===== src/rtl/aq_gemac_mdio_master_if.sv =====
// MDIO master bundle: host request/response signals plus the MDC/MDIO pad
// signals. The master modport is the management block; the slave modport is
// the host/PHY side that drives requests and the pad input.
interface aq_gemac_mdio_master_if;
    logic        miim_request;
    logic [1:0]  miim_op;
    logic        miim_clause45;
    logic [4:0]  miim_phy_address;
    logic [4:0]  miim_reg_address;
    logic [15:0] miim_wdata;
    logic [15:0] miim_rdata;
    logic        miim_rvalid;
    logic        miim_error;
    logic        miim_busy;
    logic        mdc;
    logic        mdio_in;
    logic        mdio_out;
    logic        mdio_out_enable;

    modport master (
        input  miim_request, miim_op, miim_clause45, miim_phy_address,
               miim_reg_address, miim_wdata, mdio_in,
        output miim_rdata, miim_rvalid, miim_error, miim_busy,
               mdc, mdio_out, mdio_out_enable
    );

    modport slave (
        output miim_request, miim_op, miim_clause45, miim_phy_address,
               miim_reg_address, miim_wdata, mdio_in,
        input  miim_rdata, miim_rvalid, miim_error, miim_busy,
               mdc, mdio_out, mdio_out_enable
    );
endinterface


===== src/rtl/aq_gemac_mdio_master.sv =====
// MDIO (MIIM) management master. Serialises Clause 22 frames, and Clause 45
// frames when built with AQ_GEMAC_MDIO_C45_EN defined, onto MDC/MDIO.
// Each bit-time lasts CLK_DIV clocks: MDC low for the first half, high for the
// second; MDIO is launched at count 0 and MDIO_IN is captured at MDC rise.
module aq_gemac_mdio_master #(
    parameter int CLK_DIV       = 50,
    parameter int PREAMBLE_BITS = 32
) (
    input  logic                          clk_i,
    input  logic                          rst_i,
    aq_gemac_mdio_master_if.master        mdio_if
);
    localparam int DIV_W = $clog2(CLK_DIV);
    localparam int HALF  = CLK_DIV / 2;

    typedef enum logic [3:0] {
        S_IDLE, S_PREAMBLE, S_ST, S_OP, S_PHYAD, S_REGAD, S_TA, S_DATA, S_GAP
    } state_t;

    state_t             state_q, state_d;
    logic [DIV_W-1:0]   div_q, div_d;
    logic [5:0]         bit_q, bit_d;
    logic               c45_q, c45_d;
    logic               read_q, read_d;
    logic [1:0]         op_q, op_d;
    logic [4:0]         phy_q, phy_d;
    logic [4:0]         reg_q, reg_d;
    logic [15:0]        wdata_q, wdata_d;
    logic [15:0]        shift_q, shift_d;
    logic               no_resp_q, no_resp_d;
    logic [15:0]        rdata_q, rdata_d;
    logic               rvalid_q, rvalid_d;
    logic               error_q, error_d;
    logic               mdc_q, mdc_d;
    logic               mdio_out_q, mdio_out_d;
    logic               oe_q, oe_d;
    logic               c45_req;
    logic               legal_req;
    logic [3:0]         idx;

`ifdef AQ_GEMAC_MDIO_C45_EN
    assign c45_req = mdio_if.miim_clause45;
`else
    // Clause 45 framing not built: the select input is forced to Clause 22.
    assign c45_req = mdio_if.miim_clause45 & 1'b0;
`endif

    assign legal_req = c45_req || (mdio_if.miim_op == 2'b01) || (mdio_if.miim_op == 2'b10);

    // Number of bit-times spent in each frame field.
    function automatic logic [5:0] field_len(input state_t s);
        case (s)
            S_PREAMBLE:         field_len = 6'(PREAMBLE_BITS);
            S_ST, S_OP, S_TA:   field_len = 6'd2;
            S_PHYAD, S_REGAD:   field_len = 6'd5;
            S_DATA:             field_len = 6'd16;
            default:            field_len = 6'd1;
        endcase
    endfunction

    function automatic state_t field_next(input state_t s);
        case (s)
            S_PREAMBLE: field_next = S_ST;
            S_ST:       field_next = S_OP;
            S_OP:       field_next = S_PHYAD;
            S_PHYAD:    field_next = S_REGAD;
            S_REGAD:    field_next = S_TA;
            S_TA:       field_next = S_DATA;
            S_DATA:     field_next = S_GAP;
            default:    field_next = S_IDLE;
        endcase
    endfunction

    // Next-state, capture and pad-output computation.
    always_comb begin
        // NOTE: every variable gets its hold/default value before any branch,
        // so no path leaves one unassigned and no latch is inferred.
        state_d    = state_q;
        div_d      = div_q;
        bit_d      = bit_q;
        c45_d      = c45_q;
        read_d     = read_q;
        op_d       = op_q;
        phy_d      = phy_q;
        reg_d      = reg_q;
        wdata_d    = wdata_q;
        shift_d    = shift_q;
        no_resp_d  = no_resp_q;
        rdata_d    = rdata_q;
        rvalid_d   = 1'b0;
        error_d    = 1'b0;
        mdio_out_d = 1'b0;
        oe_d       = 1'b0;
        idx        = 4'd0;

        if (state_q == S_IDLE) begin
            if (mdio_if.miim_request) begin
                if (legal_req) begin
                    c45_d     = c45_req;
                    read_d    = mdio_if.miim_op[1];
                    op_d      = mdio_if.miim_op;
                    phy_d     = mdio_if.miim_phy_address;
                    reg_d     = mdio_if.miim_reg_address;
                    wdata_d   = mdio_if.miim_wdata;
                    no_resp_d = 1'b0;
                    div_d     = '0;
                    bit_d     = 6'd0;
                    state_d   = (PREAMBLE_BITS > 0) ? S_PREAMBLE : S_ST;
                end else begin
                    error_d = 1'b1;
                end
            end
        end else begin
            // Capture MDIO_IN at the MDC rising point of the bit-time.
            if (div_q == DIV_W'(HALF)) begin
                if (state_q == S_TA && bit_q == 6'd1) no_resp_d = mdio_if.mdio_in;
                if (state_q == S_DATA) shift_d = {shift_q[14:0], mdio_if.mdio_in};
            end
            if (div_q == DIV_W'(CLK_DIV - 1)) begin
                div_d = '0;
                if (bit_q == field_len(state_q) - 6'd1) begin
                    bit_d   = 6'd0;
                    state_d = field_next(state_q);
                    if (state_q == S_GAP && read_q) begin
                        rdata_d  = shift_q;
                        rvalid_d = 1'b1;
                        error_d  = no_resp_q;
                    end
                end else begin
                    bit_d = bit_q + 6'd1;
                end
            end else begin
                div_d = div_q + DIV_W'(1);
            end
        end

        // Bit position within the field, MSB first.
        idx = 4'(field_len(state_d) - 6'd1 - bit_d);
        case (state_d)
            S_PREAMBLE: begin mdio_out_d = 1'b1;            oe_d = 1'b1; end
            S_ST:       begin mdio_out_d = !c45_d && bit_d[0]; oe_d = 1'b1; end
            S_OP:       begin mdio_out_d = op_d[idx[0]];    oe_d = 1'b1; end
            S_PHYAD:    begin mdio_out_d = phy_d[idx[2:0]]; oe_d = 1'b1; end
            S_REGAD:    begin mdio_out_d = reg_d[idx[2:0]]; oe_d = 1'b1; end
            S_TA:       begin mdio_out_d = !read_d && (bit_d == 6'd0); oe_d = !read_d; end
            S_DATA:     begin mdio_out_d = !read_d && wdata_d[idx];    oe_d = !read_d; end
            default:    begin mdio_out_d = 1'b0;            oe_d = 1'b0; end
        endcase
        mdc_d = (state_d != S_IDLE) && (state_d != S_GAP) && (div_d >= DIV_W'(HALF));
    end

    // State and output registers with synchronous reset.
    always_ff @(posedge clk_i) begin
        // NOTE: sequential state uses non-blocking assignments so every
        // register samples pre-edge values regardless of statement order.
        if (rst_i) begin
            state_q    <= S_IDLE;
            div_q      <= '0;
            bit_q      <= 6'd0;
            c45_q      <= 1'b0;
            read_q     <= 1'b0;
            op_q       <= 2'b00;
            phy_q      <= 5'd0;
            reg_q      <= 5'd0;
            wdata_q    <= 16'h0000;
            shift_q    <= 16'h0000;
            no_resp_q  <= 1'b0;
            rdata_q    <= 16'h0000;
            rvalid_q   <= 1'b0;
            error_q    <= 1'b0;
            mdc_q      <= 1'b0;
            mdio_out_q <= 1'b0;
            oe_q       <= 1'b0;
        end else begin
            state_q    <= state_d;
            div_q      <= div_d;
            bit_q      <= bit_d;
            c45_q      <= c45_d;
            read_q     <= read_d;
            op_q       <= op_d;
            phy_q      <= phy_d;
            reg_q      <= reg_d;
            wdata_q    <= wdata_d;
            shift_q    <= shift_d;
            no_resp_q  <= no_resp_d;
            rdata_q    <= rdata_d;
            rvalid_q   <= rvalid_d;
            error_q    <= error_d;
            mdc_q      <= mdc_d;
            mdio_out_q <= mdio_out_d;
            oe_q       <= oe_d;
        end
    end

    assign mdio_if.miim_busy       = (state_q != S_IDLE);
    assign mdio_if.miim_rdata      = rdata_q;
    assign mdio_if.miim_rvalid     = rvalid_q;
    assign mdio_if.miim_error      = error_q;
    assign mdio_if.mdc             = mdc_q;
    assign mdio_if.mdio_out        = mdio_out_q;
    assign mdio_if.mdio_out_enable = oe_q;
endmodule

===== src/flat_wrapper.sv =====
// flat-port wrapper written by rule: the top's interface ports become plain ports
module aq_gemac_mdio_master_flat 
#(
    parameter int CLK_DIV       = 50,
    parameter int PREAMBLE_BITS = 32
)
  (clk_i, rst_i, mdio_if_miim_request, mdio_if_miim_op, mdio_if_miim_clause45, mdio_if_miim_phy_address, mdio_if_miim_reg_address, mdio_if_miim_wdata, mdio_if_mdio_in, mdio_if_miim_rdata, mdio_if_miim_rvalid, mdio_if_miim_error, mdio_if_miim_busy, mdio_if_mdc, mdio_if_mdio_out, mdio_if_mdio_out_enable);
  aq_gemac_mdio_master_if mdio_if_i ();
  input  logic clk_i;
  input  logic rst_i;
  input wire logic [$bits(mdio_if_i.miim_request)-1:0] mdio_if_miim_request;
  input wire logic [$bits(mdio_if_i.miim_op)-1:0] mdio_if_miim_op;
  input wire logic [$bits(mdio_if_i.miim_clause45)-1:0] mdio_if_miim_clause45;
  input wire logic [$bits(mdio_if_i.miim_phy_address)-1:0] mdio_if_miim_phy_address;
  input wire logic [$bits(mdio_if_i.miim_reg_address)-1:0] mdio_if_miim_reg_address;
  input wire logic [$bits(mdio_if_i.miim_wdata)-1:0] mdio_if_miim_wdata;
  input wire logic [$bits(mdio_if_i.mdio_in)-1:0] mdio_if_mdio_in;
  output wire logic [$bits(mdio_if_i.miim_rdata)-1:0] mdio_if_miim_rdata;
  output wire logic [$bits(mdio_if_i.miim_rvalid)-1:0] mdio_if_miim_rvalid;
  output wire logic [$bits(mdio_if_i.miim_error)-1:0] mdio_if_miim_error;
  output wire logic [$bits(mdio_if_i.miim_busy)-1:0] mdio_if_miim_busy;
  output wire logic [$bits(mdio_if_i.mdc)-1:0] mdio_if_mdc;
  output wire logic [$bits(mdio_if_i.mdio_out)-1:0] mdio_if_mdio_out;
  output wire logic [$bits(mdio_if_i.mdio_out_enable)-1:0] mdio_if_mdio_out_enable;
  assign mdio_if_i.miim_request = mdio_if_miim_request;
  assign mdio_if_i.miim_op = mdio_if_miim_op;
  assign mdio_if_i.miim_clause45 = mdio_if_miim_clause45;
  assign mdio_if_i.miim_phy_address = mdio_if_miim_phy_address;
  assign mdio_if_i.miim_reg_address = mdio_if_miim_reg_address;
  assign mdio_if_i.miim_wdata = mdio_if_miim_wdata;
  assign mdio_if_i.mdio_in = mdio_if_mdio_in;
  assign mdio_if_miim_rdata = mdio_if_i.miim_rdata;
  assign mdio_if_miim_rvalid = mdio_if_i.miim_rvalid;
  assign mdio_if_miim_error = mdio_if_i.miim_error;
  assign mdio_if_miim_busy = mdio_if_i.miim_busy;
  assign mdio_if_mdc = mdio_if_i.mdc;
  assign mdio_if_mdio_out = mdio_if_i.mdio_out;
  assign mdio_if_mdio_out_enable = mdio_if_i.mdio_out_enable;
  aq_gemac_mdio_master #(.CLK_DIV(CLK_DIV), .PREAMBLE_BITS(PREAMBLE_BITS)) u_core (.clk_i(clk_i), .rst_i(rst_i), .mdio_if(mdio_if_i));
endmodule

===== config.mk =====
export PLATFORM = sky130hd
export DESIGN_NAME = aq_gemac_mdio_master_flat
export DESIGN_NICKNAME = d
export VERILOG_FILES = /design/src/rtl/aq_gemac_mdio_master_if.sv /design/src/rtl/aq_gemac_mdio_master.sv /design/src/flat_wrapper.sv
export SDC_FILE = /design/constraint.sdc
export NUM_CORES = 1
export LEC_CHECK = 0
export ABC_AREA = 0
export CORE_MARGIN = 2
export CORE_UTILIZATION = 50
export DETAILED_ROUTE_END_ITERATION = 12
export GPL_TIMING_DRIVEN = 0
export MAX_ROUTING_LAYER = met4
export PLACE_DENSITY = 0.79
export SLEW_MARGIN = 10
export SYNTH_ARGS = -nofsm -noshare
export SYNTH_HDL_FRONTEND = slang
export SYNTH_SLANG_ARGS = --single-unit

===== constraint.sdc =====
create_clock -name clk_i -period 14.5 [get_ports clk_i]
set_clock_uncertainty 0.05 [all_clocks]
set_input_delay 2.9 -clock clk_i [delete_from_list [all_inputs] [get_ports clk_i]]
set_output_delay 2.9 -clock clk_i [all_outputs]
set_load 0.1 [all_outputs]

After elaboration in Yosys (flattened, before gate mapping)
Cells that the tools add are included.

storage, ports and cells
  input bits = 33
  flip-flop bits (word level) = 84
  logic and storage cells = 138

cells by class
  magnitude comparators = 4
  bitwise operators = 3
  add/sub/neg operators = 5
  mux-type cells = 59
  reduce and logical (&&, ||, !) cells = 26
  equal/unequal tests = 24

operators by type and width
  cell                                                                                 count
  6-bit two-way mux                                                                    11
  16-bit two-way mux                                                                   3
  4-bit by 3-bit == test with 1-bit output, second input constant                      8
  5-bit two-way mux                                                                    6
  4-bit one-hot mux with 7 select lines                                                1
  6-bit one-hot mux with 4 select lines                                                1
  1-bit two-way mux                                                                    23
  4-bit two-way mux                                                                    5
  4-bit by 2-bit == test with 1-bit output, second input constant                      4
  6-bit by 1-bit adder with 6-bit output, second input constant                        2
  3-bit one-hot mux with 4 select lines                                                1
  4-bit by 1-bit == test with 1-bit output, second input constant                      2
  4-bit AND reduction                                                                  2
  4-bit nonzero test                                                                   2
  1-bit logical AND                                                                    7
  1-bit one-hot mux with 7 select lines                                                1
  1-bit binary-select mux with 3-bit select                                            2
  6-bit by 1-bit == test with 1-bit output, second input constant                      1
  6-bit by 5-bit == test with 1-bit output, second input constant                      1
  6-bit == test                                                                        1
  6-bit == test, second input constant                                                 1
  6-bit by 5-bit greater-or-equal comparator with 1-bit output, second input constant  1
  6-bit logical NOT                                                                    1
  2-bit two-way mux                                                                    3
  24 further kinds                                                                     31

Longest topological paths before layout
Gate-level depths: netlist (run 1).

  depth after elaboration = 19
  mapped depth = 25

Worst setup path before layout (run 1)
No wires, ideal clock.

  path type = input -> register
  from = input port mdio_if_miim_op[1]
  to = register u_core.mdio_out_q, in the netlist u_core.mdio_if.mdio_out
  data arrival time = 6.162 ns
  data required time = 14.316 ns
  setup slack = 8.154 ns
  stages = 20
  path through = xor2_1 > and3_1 > clkbuf_1 > nor2_1 > o21ai_0 > o21ai_1 > nand2_1 > nand3b_1 > ha_1 > inv_1 > fa_1 > buf_1 > nand2_1 > a41o_1 > o21ai_0 > o32ai_1 > a221oi_1 > nor4_1 > mux2i_1 > a41oi_2

between the ends
  word-level cells in the longest chain between the ends = 14

ends and longest elaborated chain
  element                                                                                               RTL line                                                 source
  start, declared                                                                                       flat_wrapper.sv:12                                       input wire logic [$bits(mdio_if_i.miim_op)-1:0] mdio_if_miim_op;
  2-bit by 1-bit == test with 1-bit output or 2-bit == test (tied branches)                             aq_gemac_mdio_master.sv:48                               assign legal_req = c45_req || (mdio_if.miim_op == 2'b01) || (mdio_if.miim_op == 2'b10);
  1-bit logical OR                                                                                      aq_gemac_mdio_master.sv:48
  4-bit two-way mux                                                                                     aq_gemac_mdio_master.sv:98                               if (legal_req) begin
  4-bit two-way mux                                                                                     aq_gemac_mdio_master.sv:97                               if (mdio_if.miim_request) begin
  4-bit two-way mux                                                                                     aq_gemac_mdio_master.sv:96                               if (state_q == S_IDLE) begin
  4-bit by 2-bit == test with 1-bit output or 4-bit by 3-bit == test with 1-bit output (tied branches)  aq_gemac_mdio_master.sv:52, aq_gemac_mdio_master.sv:139
  3-bit OR reduction or 2-bit OR reduction (tied branches)                                              aq_gemac_mdio_master.sv:52                               case (s)
  3-bit one-hot mux with 4 select lines                                                                 aq_gemac_mdio_master.sv:52
  4-bit by 1-bit subtractor with 4-bit output                                                           aq_gemac_mdio_master.sv:138                              idx = 4'(field_len(state_d) - 6'd1 - bit_d);
  4-bit subtractor                                                                                      aq_gemac_mdio_master.sv:138
  1-bit binary-select mux with 4-bit select                                                             aq_gemac_mdio_master.sv:146                              S_DATA: begin mdio_out_d = !read_d && wdata_d[idx]; oe_d = !read_d; end
  1-bit two-way mux (not written as such)                                                               aq_gemac_mdio_master.sv:146
  1-bit logical AND                                                                                     aq_gemac_mdio_master.sv:146
  1-bit one-hot mux with 7 select lines (*)                                                             aq_gemac_mdio_master.sv:139                              case (state_d)
  end signal, assigned                                                                                  aq_gemac_mdio_master.sv:190                              mdio_out_q <= mdio_out_d;
  end, declared                                                                                         aq_gemac_mdio_master.sv:35                               logic mdio_out_q, mdio_out_d;

Mark *: on every way between the ends. The rest lies on a longest branch, timed or not. The select of a mux whose other input is x is not followed.
A chain may end at the register's enable or synchronous reset.

Worst setup path after layout (run 1)
Same ends and word-level chain as after synthesis.

==> flow_summary.yaml, run 1 <==
worst_setup_path:
  r2r-start: "u_core.state_q[3]"
  cp-end-kind: "register"
  worstSetupStartpointType: "input pin"
  critPathRequiredTime_ns: 14.68
  crit_arrival_ns: 7.68
  critPathLaunch: "mdio_if_miim_op[1]"
  cp_max_fo: 10
  r2r_slack_ns: 8.24
  critPathKind: "input pin to register"
  rr_endpoint: "u_core.mdio_if.mdio_out"
  rr_worst_depth: 24
  critPathCapture: "u_core.mdio_if.mdio_out"
power_and_ir_drop:
  power_frac_seq_pct: 45.9
  p_switching_mw: 0.1760
  intPower_mw: 0.3495
  switching_share_pct: 33.50
  ir_drop_mv: 0.07473
  leakagePower_nw: 1.944
  power_density_nw_per_um2: 103.1
  pwr-share-comb_pct: 23.1
  clkPwrFrac_pct: 31.0
finish:
  final_nets: 634
  layout-drive-gt1-share_pct: 6.040
  antennaDiodeCount: 0
  final_cell_count_no_fill: 701
  area_growth_syn_to_layout_pct: 19.75
  stdcell_area_um2: 5099
  fillers: 712
clocking:
  cts_buffers: 9
  ctsHoldBuffers: 0
  cts.clk_slew.worst_paths_ns: 0.10
  h-tree-depth: 3
  cts_buffer_depth: 2
  root_buffer: "clkbuf_8"
  cts_setup_buffers: 0
  clkSinkCount: 84
  cts_resized: 0
  tritoncts: "yes"
  clk_latency_ns: 0.36
synth:
  synth-async-reset-ratio_pct: 0
  ys_seq_area_share_pct: 39.49
  ys_warn_count: 0
  synth_edf_count: 0
  synthTopCellsByArea: "dfxtp_1 (39%), nand2_1 (7.7%), a21oi_1 (6.8%)"
  syn-cell-area_um2: 4258
  avgSynthCellArea_um2: 8.064
  yosys.cell_types.count: 57
  synth_cells: 528
  synth_fp_nets: 571
  synth_seq_cells: 84
  synth-main-ff-cell: "dfxtp_1"
  synth.most_common_cell: "nand2_1"
  synth_common_cells: "nand2_1 (87), dfxtp_1 (84), nor2_1 (62)"
  synth_top_area_share_pct: 39.49
  synth_area_leader_cell: "dfxtp_1"
drt:
  drcViolationCount: 0
  vias: 4095
  wl_per_cell_um: 15.42
  drtAntennaViolNets: 0
  wl_mm: 10.81
  drt_iter0_drc: 296
  routed_via_density: 5.842
  first_pass_iters: 5
timing:
  setup_ws_ns: 7.004
  tns_ns: 0
  maxSlewHeadroom_pct: 34.77
  worst_hold_slack_ns: 0.4069
  fmax_mhz: 133.4
  finalCriticalPeriod_ns: 7.496
  rsz0062_at_grt: "false"
  slew_violations: 0
  setup_viol: 0
  hold_viol_final: 0
  worst_pin_slew_ns: 0.9754
  fin_crit_sh_pct: 51.70
floorplanning:
  initial_core_util_pct: 51.82
  pin_count: 55
  rows: 33
  die_h_um: 96.28
  die_area_um2: 9270
  die_w_um: 96.28
  core-area_um2: 8217
grt:
  track_usage_pct: 25.32
  grt_max_degree: 18
  overflow: 0
  antenna_found_initial: 0
  grt_pass1_vias: 3767
  grt_pass1_wl_mm: 17.86
run_status:
  outcome: "finished clean"
min_path:
  hold_class: "register to register"
place:
  post-place-ws_ns: 6.766
  dp_hpwl_mm: 7.836
  dpl_cell_area_um2: 4910
  port_buffers: 52
  gp_congestion: 0.9366
  dp_cells: 685
job:
  maxCapViolCount: 0
[state kept, by name, indices dropped and copies added, names as in the netlist, 2 cells and up]
signal and cells:
u_core.mdio_if.miim_rdata 16, u_core.shift_q 16, u_core.wdata_q 16, u_core.bit_q 6, u_core.div_q 6, u_core.phy_q 5, u_core.reg_q 5, u_core.state_q 4
u_core.op_q 2
[how the worst min path moves through the flow]
stage	startpoint	endpoint	slack (ns)	cells after the start
after floorplan	u_core.wdata_q[13]	u_core.wdata_q[13]	0.38	2
after global placement	u_core.wdata_q[15]	u_core.wdata_q[15]	0.39	2
after detailed placement	u_core.mdio_if.miim_rdata[12]	u_core.mdio_if.miim_rdata[12]	0.40	2
after CTS	u_core.mdio_if.miim_rdata[12]	u_core.mdio_if.miim_rdata[12]	0.41	2
after global routing	u_core.mdio_if.miim_rdata[12]	u_core.mdio_if.miim_rdata[12]	0.43	2
final	u_core.mdio_if.miim_rdata[12]	u_core.mdio_if.miim_rdata[12]	0.41	2
[worst max-delay path, cell delays in order]
cell,delay (ns)
clkdlybuf4s50_1,0.46
xor2_1,0.25
and3_1,0.22
clkbuf_1,0.26
nor2_1,0.16
o21ai_0,0.09
o21ai_1,0.39
nand2_1,0.15
nand3b_1,0.15
ha_1,0.18
inv_1,0.06
fa_1,0.48
buf_1,0.35
nand2b_1,0.26
a211oi_1,0.39
o32ai_1,0.15
a221oi_1,0.35
nor4_1,0.08
mux2i_1,0.20
a41oi_2,0.14
[placed cells by master (no fill, tap or decap), types with 4 or more instances in the layout]
cell	count
nand2_1	87
dfxtp_1	84
nor2_1	62
a21oi_1	58
clkdlybuf4s50_1	52
mux2i_1	28
clkbuf_1	24
nor3_1	15
inv_1	14
nand3_1	13
o21ai_0	10
a31oi_1	10
ha_1	9
clkbuf_8	9
nand2b_1	8
xnor2_1	7
nor2b_1	7
buf_2	6
nor4_1	6
a211oi_1	6
nand3b_1	5
or3_1	5
a21o_1	4
and3_1	4
o31a_1	4
mux4_2	4
[area by class of cell]
class | count | area, um2 | share of cell area, %
Multi-Input combinational cell | 395 | 2381 | 46.70
Clock inverter | 7 | 65.06 | 1.276
Inverter | 15 | 56.30 | 1.104
Clock buffer | 9 | 123.9 | 2.429
Sequential cell | 84 | 1682 | 32.98
Timing Repair Buffer | 52 | 520.5 | 10.21
Buffer | 34 | 138.9 | 2.724
Tap cell | 105 | 131.4 | 2.577
[power groups by stage]
stage               clock network (mW)  logic, mW  registers, mW
detailed placement                   0      0.119          0.247
global placement                     0      0.117          0.246
global route                     0.175      0.133          0.242
finish                           0.163      0.121          0.241
floorplan                            0     0.0801          0.251
CTS                              0.164      0.120          0.241
[logic make-up (layout without fill, tap and decap cells)]
logic type / count (synthesis) / after routing / synth area share (%)
simple gates: 225 / 225 / 24.24
compound gates: 114 / 114 / 16.66
fa+ha+maj: 11 / 11 / 3.350
xor+xnor: 11 / 11 / 2.439
mux: 34 / 34 / 9.227
buf+inv: 49 / 117 / 4.584
flops: 84 / 84 / 39.49
[layer usage]
| metal | routed length [um] | share of wire [%] | global-route usage, % | vias up |
|---|---|---|---|---|
| met5 | 0 | 0 | - | - |
| met4 | 215 | 2.0 | 8.214 | 0 |
| met3 | 639 | 5.9 | 4.072 | 25 |
| met2 | 5164 | 48 | 39.70 | 150 |
| met1 | 4791 | 44 | 33.50 | 1951 |
| li1 | - | - | - | 1969 |
[per-stage QoR]
step	power (mW)	utilization, %
2_1_floorplan	0.3311	-
3_5_place_dp	0.3659	59.75
4_1_cts	0.5253	62.05
3_3_place_gp	0.3631	59.75
6_report	0.5255	62.05
5_1_grt	0.5495	62.05
Power figures use the tool's default switching activity.
==> inputs of run 2 (changes only) <==
==> constraint.sdc (replaced) <==
create_clock -name clk_i -period 7.6 [get_ports clk_i]
set_clock_uncertainty 0.05 [all_clocks]
set_input_delay 1.52 -clock clk_i [delete_from_list [all_inputs] [get_ports clk_i]]
set_output_delay 1.52 -clock clk_i [all_outputs]
set_load 0.1 [all_outputs]
==> results of run 2 <==
The final DEF is identical to that of run 1. Status: finished clean.
Among the figures that moved: setup slack after placement 6.766 ns -> 1.246 ns; setup slack after layout 7.004 ns -> 1.341 ns; start point of the critical path mdio_if_miim_op[1] -> u_core.state_q[3]; register-to-register setup slack 8.24 ns -> 1.34 ns; total power 0.5255 mW -> 1.003 mW; worst IR drop on VDD 0.07473 mV -> 0.1426 mV
==> inputs of run 3 (changes only) <==
==> constraint.sdc (replaced) <==
create_clock -name clk_i -period 6.35 [get_ports clk_i]
set_clock_uncertainty 0.05 [all_clocks]
set_input_delay 1.27 -clock clk_i [delete_from_list [all_inputs] [get_ports clk_i]]
set_output_delay 1.27 -clock clk_i [all_outputs]
set_load 0.1 [all_outputs]
==> flow_summary.yaml, run 3 (synthesis results as in run 1) <==
clocking:
  clkSinkCount: 84
  tritoncts: "yes"
  h-tree-depth: 3
  root_buffer: "clkbuf_8"
  cts.clk_slew.worst_paths_ns: 0.10
  cts_buffers: 9
  clk_latency_ns: 0.36
  cts_buffer_depth: 2
power_and_ir_drop:
  pwr-share-comb_pct: 23.2
  leakagePower_nw: 1.947
  intPower_mw: 0.7986
  ir_drop_mv: 0.1721
  power_density_nw_per_um2: 235.6
  clkPwrFrac_pct: 31.0
  total_power_mw: 1.201
  p_switching_mw: 0.4028
  power_frac_seq_pct: 45.9
  switching_share_pct: 33.53
worst_setup_path:
  r2r_slack_ns: 0.36
  rr_endpoint: "u_core.mdio_if.mdio_out"
  critPathKind: "register to register"
  worstSetupStartpointType: "register"
  cp-end-kind: "register"
  critPathRequiredTime_ns: 6.53
  cp_max_fo: 10
  crit_arrival_ns: 6.17
  r2r-start: "u_core.state_q[3]"
  rr_worst_depth: 23
grt:
  grt_max_degree: 18
  grt_pass1_vias: 3767
  track_usage_pct: 25.32
  overflow: 0
  antenna_found_initial: 0
  grt_pass1_wl_mm: 17.86
floorplanning:
  die_area_um2: 9270
  die_h_um: 96.28
  pin_count: 55
  rows: 33
  initial_core_util_pct: 51.82
  core-area_um2: 8217
  die_w_um: 96.28
finish:
  stdcell_area_um2: 5100
  area_growth_syn_to_layout_pct: 19.78
  final_common_cell: "nand2_1"
  layout-drive-gt1-share_pct: 6.387
  fillers: 713
  final_nets: 633
  final_cell_count_no_fill: 700
  final_cell_mix: "nand2_1 (87), dfxtp_1 (84), nor2_1 (62), a21oi_1 (58), clkdlybuf4s50_1 (52)"
  antennaDiodeCount: 0
  utilization_pct: 62.07
job:
  maxCapViolCount: 0
drt:
  wl_per_cell_um: 15.38
  vias: 4070
  routed_via_density: 5.814
  first_pass_iters: 5
  drt_iter0_drc: 272
  drcViolationCount: 0
  wl_mm: 10.76
  drtAntennaViolNets: 0
timing:
  setup_ws_ns: 0.3595
  worst_pin_slew_ns: 0.9742
  slew_violations: 0
  setup_viol: 0
  finalCriticalPeriod_ns: 5.991
  worst_hold_slack_ns: 0.4069
  fmax_mhz: 166.9
  rsz0062_at_grt: "false"
  maxSlewHeadroom_pct: 34.85
  hold_viol_final: 0
  fin_crit_sh_pct: 94.34
  tns_ns: 0
place:
  dpl_cell_area_um2: 4910
  dp_hpwl_mm: 7.836
  post-place-ws_ns: 0.2457
  dp_cells: 685
  gp_congestion: 0.9366
  port_buffers: 52
min_path:
  hold_class: "register to register"
  min_from: "u_core.mdio_if.miim_rdata[12]"
  holdPathEnd: "u_core.mdio_if.miim_rdata[12]"
  whs_path_depth: 2
run_status:
  outcome: "finished clean"
[run 3: changes by cell type in the layout (fill, tap and decap cells not counted), sizes merged]
cell,change
buf,-1
[run 3: repair_timing]
action / in CTS / in global routing
gates resized for setup: 0 / 3
endpoints found under the setup margin: 0 / 1
hold buffers: 0 / 0
buffers inserted: 0 / 0
[run 3: worst max-delay path by stage]
stage	endpoint	start	slack, ns	depth (start not counted)
after floorplan	u_core.mdio_if.mdio_out	u_core.state_q[3]	1.16	25
after detailed placement	u_core.mdio_if.mdio_out	mdio_if_miim_op[1]	0.25	20
after CTS	u_core.mdio_if.mdio_out	u_core.state_q[3]	0.22	24
final	u_core.mdio_if.mdio_out	u_core.state_q[3]	0.36	23
after global routing	u_core.mdio_if.mdio_out	u_core.state_q[3]	0.01	23
after global placement	u_core.mdio_if.mdio_out	mdio_if_miim_op[1]	0.25	20
[run 3: cell type report]
| cell class | count | area [um2] | area share (%) |
|---|---|---|---|
| Buffer | 33 | 136.4 | 2.674 |
| Clock buffer | 9 | 123.9 | 2.429 |
| Clock inverter | 7 | 65.06 | 1.276 |
| Inverter | 15 | 56.30 | 1.104 |
| Multi-Input combinational cell | 395 | 2385 | 46.76 |
| Sequential cell | 84 | 1682 | 32.97 |
| Tap cell | 105 | 131.4 | 2.576 |
| Timing Repair Buffer | 52 | 520.5 | 10.21 |
[run 3: worst max-delay path, cell delays in order, from the launching register on]
cell and delay, ns:
dfxtp_1 0.30, buf_2 0.16, clkbuf_2 0.20, nand3b_1 0.19, ha_1 0.19, ha_1 0.29, xnor2_1 0.14, nor3_1 0.25
nand2_1 0.23, or4_1 0.44, buf_2 0.17, or3_1 0.31, a21oi_1 0.27, nand3b_1 0.17, ha_1 0.17, inv_1 0.06
fa_1 0.70, nand2b_1 0.24, a211oi_1 0.41, o32ai_1 0.16, a221oi_1 0.37, nor4_1 0.08, mux2i_1 0.19, a41oi_2 0.14
[run 3: routing by layer]
| layer | share of wire, % | wire (um) | GRT usage [%] | up-vias |
|---|---|---|---|---|
| met1 | 45 | 4819 | 33.50 | 1933 |
| li1 | - | - | - | 1967 |
| met4 | 2.1 | 231 | 8.214 | 0 |
| met5 | 0 | 0 | - | - |
| met3 | 5.3 | 570 | 4.072 | 24 |
| met2 | 48 | 5141 | 39.70 | 146 |
[run 3: power by group through the flow]
| stage | combinational (mW) | sequential [mW] | clock (mW) |
|---|---|---|---|
| final | 0.278 | 0.551 | 0.372 |
| after global routing | 0.304 | 0.553 | 0.399 |
| after CTS | 0.274 | 0.551 | 0.374 |
| after detailed placement | 0.272 | 0.563 | 0 |
| after global placement | 0.267 | 0.562 | 0 |
| after floorplan | 0.183 | 0.573 | 0 |
